**src/rtl/instruction_fetch_unit_pkg.sv**
```systemverilog
// Shared definitions for the instruction fetch front end: FSM states,
// bubble encoding and PC arithmetic helpers.
package instruction_fetch_unit_pkg;

    typedef enum logic [1:0] {
        ST_FETCH = 2'd0,
        ST_HOLD  = 2'd1,
        ST_DRAIN = 2'd2
    } if_state_e;

    localparam logic [31:0] INSTR_BUBBLE = 32'h0000_0000;
    localparam logic [31:0] PC_STEP      = 32'd4;

    // Redirect targets are word addresses; the low two bits are dropped.
    function automatic logic [31:0] word_align(input logic [31:0] addr);
        return addr & 32'hFFFF_FFFC;
    endfunction

endpackage

```
**src/rtl/instruction_fetch_unit_skid_buffer.sv**
```systemverilog
// One-entry {instruction, pc} holding register that parks a fetch response
// while decode is stalled.
module if_skid_buffer
    import instruction_fetch_unit_pkg::*;
(
    input  logic        i_clk,
    input  logic        i_reset,
    input  logic        i_load,
    input  logic        i_unload,
    input  logic        i_clear,
    input  logic [31:0] i_instr,
    input  logic [31:0] i_pc,
    output logic        o_valid,
    output logic [31:0] o_instr,
    output logic [31:0] o_pc
);

    logic        r_valid;
    logic [31:0] r_instr;
    logic [31:0] r_pc;

    // Entry register; clear wins over load so a redirect always empties it.
    always_ff @(posedge i_clk) begin
        if (i_reset || i_clear) begin
            r_valid <= 1'b0;
            r_instr <= INSTR_BUBBLE;
            r_pc    <= 32'h0000_0000;
        end else if (i_load) begin
            r_valid <= 1'b1;
            r_instr <= i_instr;
            r_pc    <= i_pc;
        end else if (i_unload) begin
            r_valid <= 1'b0;
        end
    end

    assign o_valid = r_valid;
    assign o_instr = r_instr;
    assign o_pc    = r_pc;

endmodule

```
**src/rtl/instruction_fetch_unit.sv**
```systemverilog
// Fetch stage: owns the PC, issues one outstanding word read at a time and
// drives the IF/ID register, handling stalls, wait states and redirects.
module instruction_fetch_unit
    import instruction_fetch_unit_pkg::*;
#(
    parameter logic [31:0] RESET_PC = 32'h0000_0000
) (
    input  logic        i_clk,
    input  logic        i_reset,
    input  logic        i_stall,
    input  logic        i_branch_taken,
    input  logic [31:0] i_branch_target,
    output logic        o_imem_read,
    output logic [31:0] o_imem_address,
    input  logic        i_imem_ready,
    input  logic [31:0] i_imem_readdata,
    output logic [31:0] o_instruction,
    output logic [31:0] o_pc_out,
    output logic        o_if_valid
);

    if_state_e   r_state;
    logic [31:0] r_pc;
    logic        r_imem_read;
    logic [31:0] r_imem_address;
    logic [31:0] r_instr;
    logic [31:0] r_pc_out;
    logic        r_valid;

    if_state_e   w_state_next;
    logic [31:0] w_pc_next;
    logic        w_read_next;
    logic [31:0] w_addr_next;
    logic [31:0] w_instr_next;
    logic [31:0] w_pc_out_next;
    logic        w_valid_next;
    logic        w_skid_load;
    logic        w_skid_unload;
    logic        w_skid_clear;
    logic        w_skid_valid;
    logic [31:0] w_skid_instr;
    logic [31:0] w_skid_pc;
    logic [31:0] w_pc_inc;
    logic [31:0] w_target;

    assign w_pc_inc = r_pc + PC_STEP;
    assign w_target = word_align(i_branch_target);

    if_skid_buffer u_skid (
        .i_clk    (i_clk),
        .i_reset  (i_reset),
        .i_load   (w_skid_load),
        .i_unload (w_skid_unload),
        .i_clear  (w_skid_clear),
        .i_instr  (i_imem_readdata),
        .i_pc     (r_pc),
        .o_valid  (w_skid_valid),
        .o_instr  (w_skid_instr),
        .o_pc     (w_skid_pc)
    );

    // Next-state, request and IF/ID selection; redirect outranks stall.
    always_comb begin
        w_state_next  = r_state;
        w_pc_next     = r_pc;
        w_read_next   = r_imem_read;
        w_addr_next   = r_imem_address;
        w_instr_next  = r_instr;
        w_pc_out_next = r_pc_out;
        w_valid_next  = r_valid;
        w_skid_load   = 1'b0;
        w_skid_unload = 1'b0;
        w_skid_clear  = 1'b0;
        if (i_branch_taken) begin
            w_instr_next  = INSTR_BUBBLE;
            w_pc_out_next = 32'h0000_0000;
            w_valid_next  = 1'b0;
            w_skid_clear  = 1'b1;
            w_pc_next     = w_target;
            // An unanswered request must keep its address until memory responds.
            if (r_imem_read && !i_imem_ready) begin
                w_state_next = ST_DRAIN;
            end else begin
                w_state_next = ST_FETCH;
                w_read_next  = 1'b1;
                w_addr_next  = w_target;
            end
        end else begin
            if (!i_stall) begin
                w_instr_next  = INSTR_BUBBLE;
                w_pc_out_next = 32'h0000_0000;
                w_valid_next  = 1'b0;
            end else begin
                w_valid_next  = r_valid;
            end
            case (r_state)
                ST_FETCH: begin
                    if (i_imem_ready && i_stall) begin
                        w_skid_load  = 1'b1;
                        w_read_next  = 1'b0;
                        w_state_next = ST_HOLD;
                    end else if (i_imem_ready) begin
                        w_instr_next  = i_imem_readdata;
                        w_pc_out_next = r_pc;
                        w_valid_next  = 1'b1;
                        w_pc_next     = w_pc_inc;
                        w_addr_next   = w_pc_inc;
                    end else begin
                        w_state_next = ST_FETCH;
                    end
                end
                ST_HOLD: begin
                    if (!i_stall && w_skid_valid) begin
                        w_skid_unload = 1'b1;
                        w_instr_next  = w_skid_instr;
                        w_pc_out_next = w_skid_pc;
                        w_valid_next  = 1'b1;
                        w_pc_next     = w_pc_inc;
                        w_read_next   = 1'b1;
                        w_addr_next   = w_pc_inc;
                        w_state_next  = ST_FETCH;
                    end else begin
                        w_state_next = ST_HOLD;
                    end
                end
                ST_DRAIN: begin
                    if (i_imem_ready) begin
                        w_read_next  = 1'b1;
                        w_addr_next  = r_pc;
                        w_state_next = ST_FETCH;
                    end else begin
                        w_state_next = ST_DRAIN;
                    end
                end
                default: begin
                    w_read_next  = 1'b1;
                    w_addr_next  = r_pc;
                    w_state_next = ST_FETCH;
                end
            endcase
        end
    end

    // State, PC, request and IF/ID registers.
    always_ff @(posedge i_clk) begin
        if (i_reset) begin
            r_state        <= ST_FETCH;
            r_pc           <= RESET_PC;
            r_imem_read    <= 1'b1;
            r_imem_address <= RESET_PC;
            r_instr        <= INSTR_BUBBLE;
            r_pc_out       <= 32'h0000_0000;
            r_valid        <= 1'b0;
        end else begin
            r_state        <= w_state_next;
            r_pc           <= w_pc_next;
            r_imem_read    <= w_read_next;
            r_imem_address <= w_addr_next;
            r_instr        <= w_instr_next;
            r_pc_out       <= w_pc_out_next;
            r_valid        <= w_valid_next;
        end
    end

    assign o_imem_read    = r_imem_read;
    assign o_imem_address = r_imem_address;
    assign o_instruction  = r_instr;
    assign o_pc_out       = r_pc_out;
    assign o_if_valid     = r_valid;

endmodule
```
**config.mk**
```make
export PLATFORM = sky130hd
export DESIGN_NAME = instruction_fetch_unit
export DESIGN_NICKNAME = d
export VERILOG_FILES = /design/src/rtl/instruction_fetch_unit_pkg.sv /design/src/rtl/instruction_fetch_unit_skid_buffer.sv /design/src/rtl/instruction_fetch_unit.sv
export SDC_FILE = /design/constraint.sdc
export NUM_CORES = 1
export LEC_CHECK = 0
export CELL_PAD_IN_SITES_DETAIL_PLACEMENT = 1
export CELL_PAD_IN_SITES_GLOBAL_PLACEMENT = 1
export CORE_MARGIN = 2
export CORE_UTILIZATION = 38
export DETAILED_ROUTE_END_ITERATION = 10
export PLACE_DENSITY_LB_ADDON = 0.15
export SLEW_MARGIN = 20
export SYNTH_ARGS = -nofsm -noshare
export SYNTH_HDL_FRONTEND = slang
export SYNTH_SLANG_ARGS = --single-unit
```
**constraint.sdc**
```tcl
create_clock -name i_clk -period 3.05 [get_ports i_clk]
set_clock_uncertainty 0.15 [all_clocks]
set_input_delay 0.4575 -clock i_clk [delete_from_list [all_inputs] [get_ports i_clk]]
set_output_delay 0.4575 -clock i_clk [all_outputs]
set_load 0.02 [all_outputs]
```
==> results.yml <==
run_status:
  status: "complete, no violations"
sta:
  tightest_slew_ns: 0.755
  min_period_ns: 2.64
  finalCritPeriodShare_pct: 86.6
  max_slew_margin_pct: 49.2
  rsz0062_at_grt: "no"
  max_clock_freq_mhz: 379
  drv_slew: 0
  setup_tns_ns: 0
  worst_slack_ns: 0.410
  setup_viol: 0
  timing.hold.ws_ns: 0.304
  hold_violations: 0
worst_setup_path:
  max_stage_delay_ns: 0.53
  arrival_ns: 2.80
  cp_max_fo: 9
  worstPathCellList: "ha_1 -> nand4_1 -> or2_2 -> nor3_1 -> xnor2_1 -> a2111oi_0"
  cp-start-kind: "register"
  crit_slowest_cell: "dfxtp_1"
  path_class: "reg -> reg"
  end_kind: "register"
  cp.required_ns: 3.21
cts:
  clk-insertion-delay-late_ns: 0.43
  numCtsBuffers: 17
  cts.clk_slew.worst_paths_ns: 0.08
  ctsHoldBuffers: 0
  ctsResizeCount: 0
  cts_tree: "yes"
  cts.sinks: 191
  root_buffer: "clkbuf_16"
  cts_setup_buffers: 0
  cts_buffer_depth: 2
  h-tree-depth: 4
placed_design:
  dp_cells: 1377
  place_area_um2: 10300
  port_buffers: 162
  dp_slack_ns: 0.229
  place_hpwl_um: 17700
  gp_congestion: 0.865
floorplanning:
  die_x_um: 152
  rows: 54
  start_util_pct: 38.4
  dieArea_um2: 23100
  core-area_um2: 21700
  die_h_um: 152
  ioPinCount: 167
cells_and_area:
  stdcell_area_um2: 10900
  antennaDiodeCount: 0
  fin_cells: 1409
  fin_nets: 1186
  drive_gt1_share_pct: 8.15
  post-route-util_pct: 50.2
  syn_to_final_growth_pct: 30.7
  fillers: 2510
yosys:
  ys.flop_type: "dfxtp_1"
  synth-edff-count: 0
  yosysSeqAreaShare_pct: 45.9
  synth_area_um2: 8320
  synth.largest_area_cell: "dfxtp_1"
  synth.area.top_cells: "dfxtp_1 (46%), nand2_1 (7.5%), a222oi_1 (7.5%)"
  synth_cell_types: 60
  synth.top_cell.area_share_pct: 45.9
  synth_common_cells: "dfxtp_1 (191), nand2_1 (167), nor2_1 (100)"
  avgSynthCellArea_um2: 8.38
  yosys_warnings: 0
  post-synth-top-count-cell: "dfxtp_1"
  synthCells: 993
  yosys_register_bits: 191
  async_reset_ff_share_pct: 0
power:
  ir_drop_mv: 0.416
  total_power_mw: 5.72
  power.leakage_nw: 3.63
  p_per_area_nw_per_um2: 526
worst_hold_path:
  hold_path_class: "reg -> reg"
global_route:
  grt_overflow: 0
  antenna_found_initial: 0
  grt_max_degree: 53
  grt_pass1_wl_um: 43400
  grt_usage_pct: 23.1
  first_global_vias: 7954
drt:
  drtIter0Drc: 678
  vias: 7928
  wirelength_um: 26900
  vias_per_cell: 5.63
  routedWlPerCell_um: 19.1
  final_antenna_net_count: 0
  first_pass_iters: 8
  route.detailed.drc: 0
flow_run:
  cap_violations: 0
## placed cells by master, fill, tap and decap left out, drive strengths merged, types with 18 or more instances in the layout
cell type / count
dfxtp: 191
nand2: 167
clkdlybuf4s50: 160
nor2: 101
a21oi: 94
a222oi: 62
buf: 42
xnor2: 28
nor3: 25
nand3: 20
nand4: 19
clkbuf: 18
## state kept, by name, indices dropped and copies added (netlist names)
register        count
o_if_valid          1
o_imem_address     30
o_imem_read         1
o_instruction      32
o_pc_out           32
r_pc               30
r_state             2
u_skid.o_instr     32
u_skid.o_pc        30
u_skid.o_valid      1
## area by class of cell
| cell class | instances | area (um2) | area share [%] |
|---|---|---|---|
| repair buffers | 202 | 2000 | 18.4 |
| multi-input cells | 696 | 4070 | 37.5 |
| flip-flops and latches | 191 | 3820 | 35.2 |
| clock buffers | 18 | 429 | 3.95 |
| inverters | 8 | 30.0 | 0.276 |
| well taps | 280 | 350 | 3.22 |
| clock inverters | 14 | 171 | 1.58 |
## report_power, final
group,total [mW],internal [mW],switching (mW)
sequential,2.69,2.58,0.108
clock,2.28,1.18,1.11
combinational,0.746,0.337,0.410
total,5.72,4.09,1.62
## kinds of logic (layout without fill, tap and decap cells)
| family | count (synthesis) | in the layout | share of synthesized area [%] |
|---|---|---|---|
| AOI/OAI and AO/OA | 234 | 234 | 20.1 |
| xor gates and xnor gates | 42 | 42 | 4.42 |
| adders and majority gates | 1 | 1 | 0.150 |
| buffers and inverters | 107 | 242 | 5.50 |
| DFF | 191 | 191 | 45.9 |
| muxes | 10 | 10 | 1.22 |
| other | 1 | 2 | 0.0451 |
| and+or+nand+nor | 407 | 407 | 22.6 |
## per-layer routing
layer / GRT usage (%) / vias up / wire length, um
li1: - / 3828 / -
met2: 37.9 / 178 / 12800
met4: 6.41 / 0 / 401
met1: 31.7 / 3894 / 12700
met5: 0 / - / 0
met3: 3.34 / 28 / 1050
## path summary, 6_finish.rpt
kind	start	end	slack, ns	cells after the start
setup / recovery	r_pc[3]	o_imem_address[30]	0.41	6
hold reg to reg	o_imem_address[7]	o_imem_address[7]	0.30	2
setup reg to reg	r_pc[3]	o_imem_address[30]	0.41	6
hold / removal	o_imem_address[7]	o_imem_address[7]	0.30	2
## critical path: cells and delay by family (launching register included)
family	cells	cell delay (ns)
AND/OR/NAND/NOR	3	0.98
flip-flops	1	0.53
AO/OA/AOI/OAI	1	0.41
adder cells (fa/ha/maj)	1	0.35
XOR/XNOR	1	0.10
Note: power is estimated with default switching activity, not from simulation.
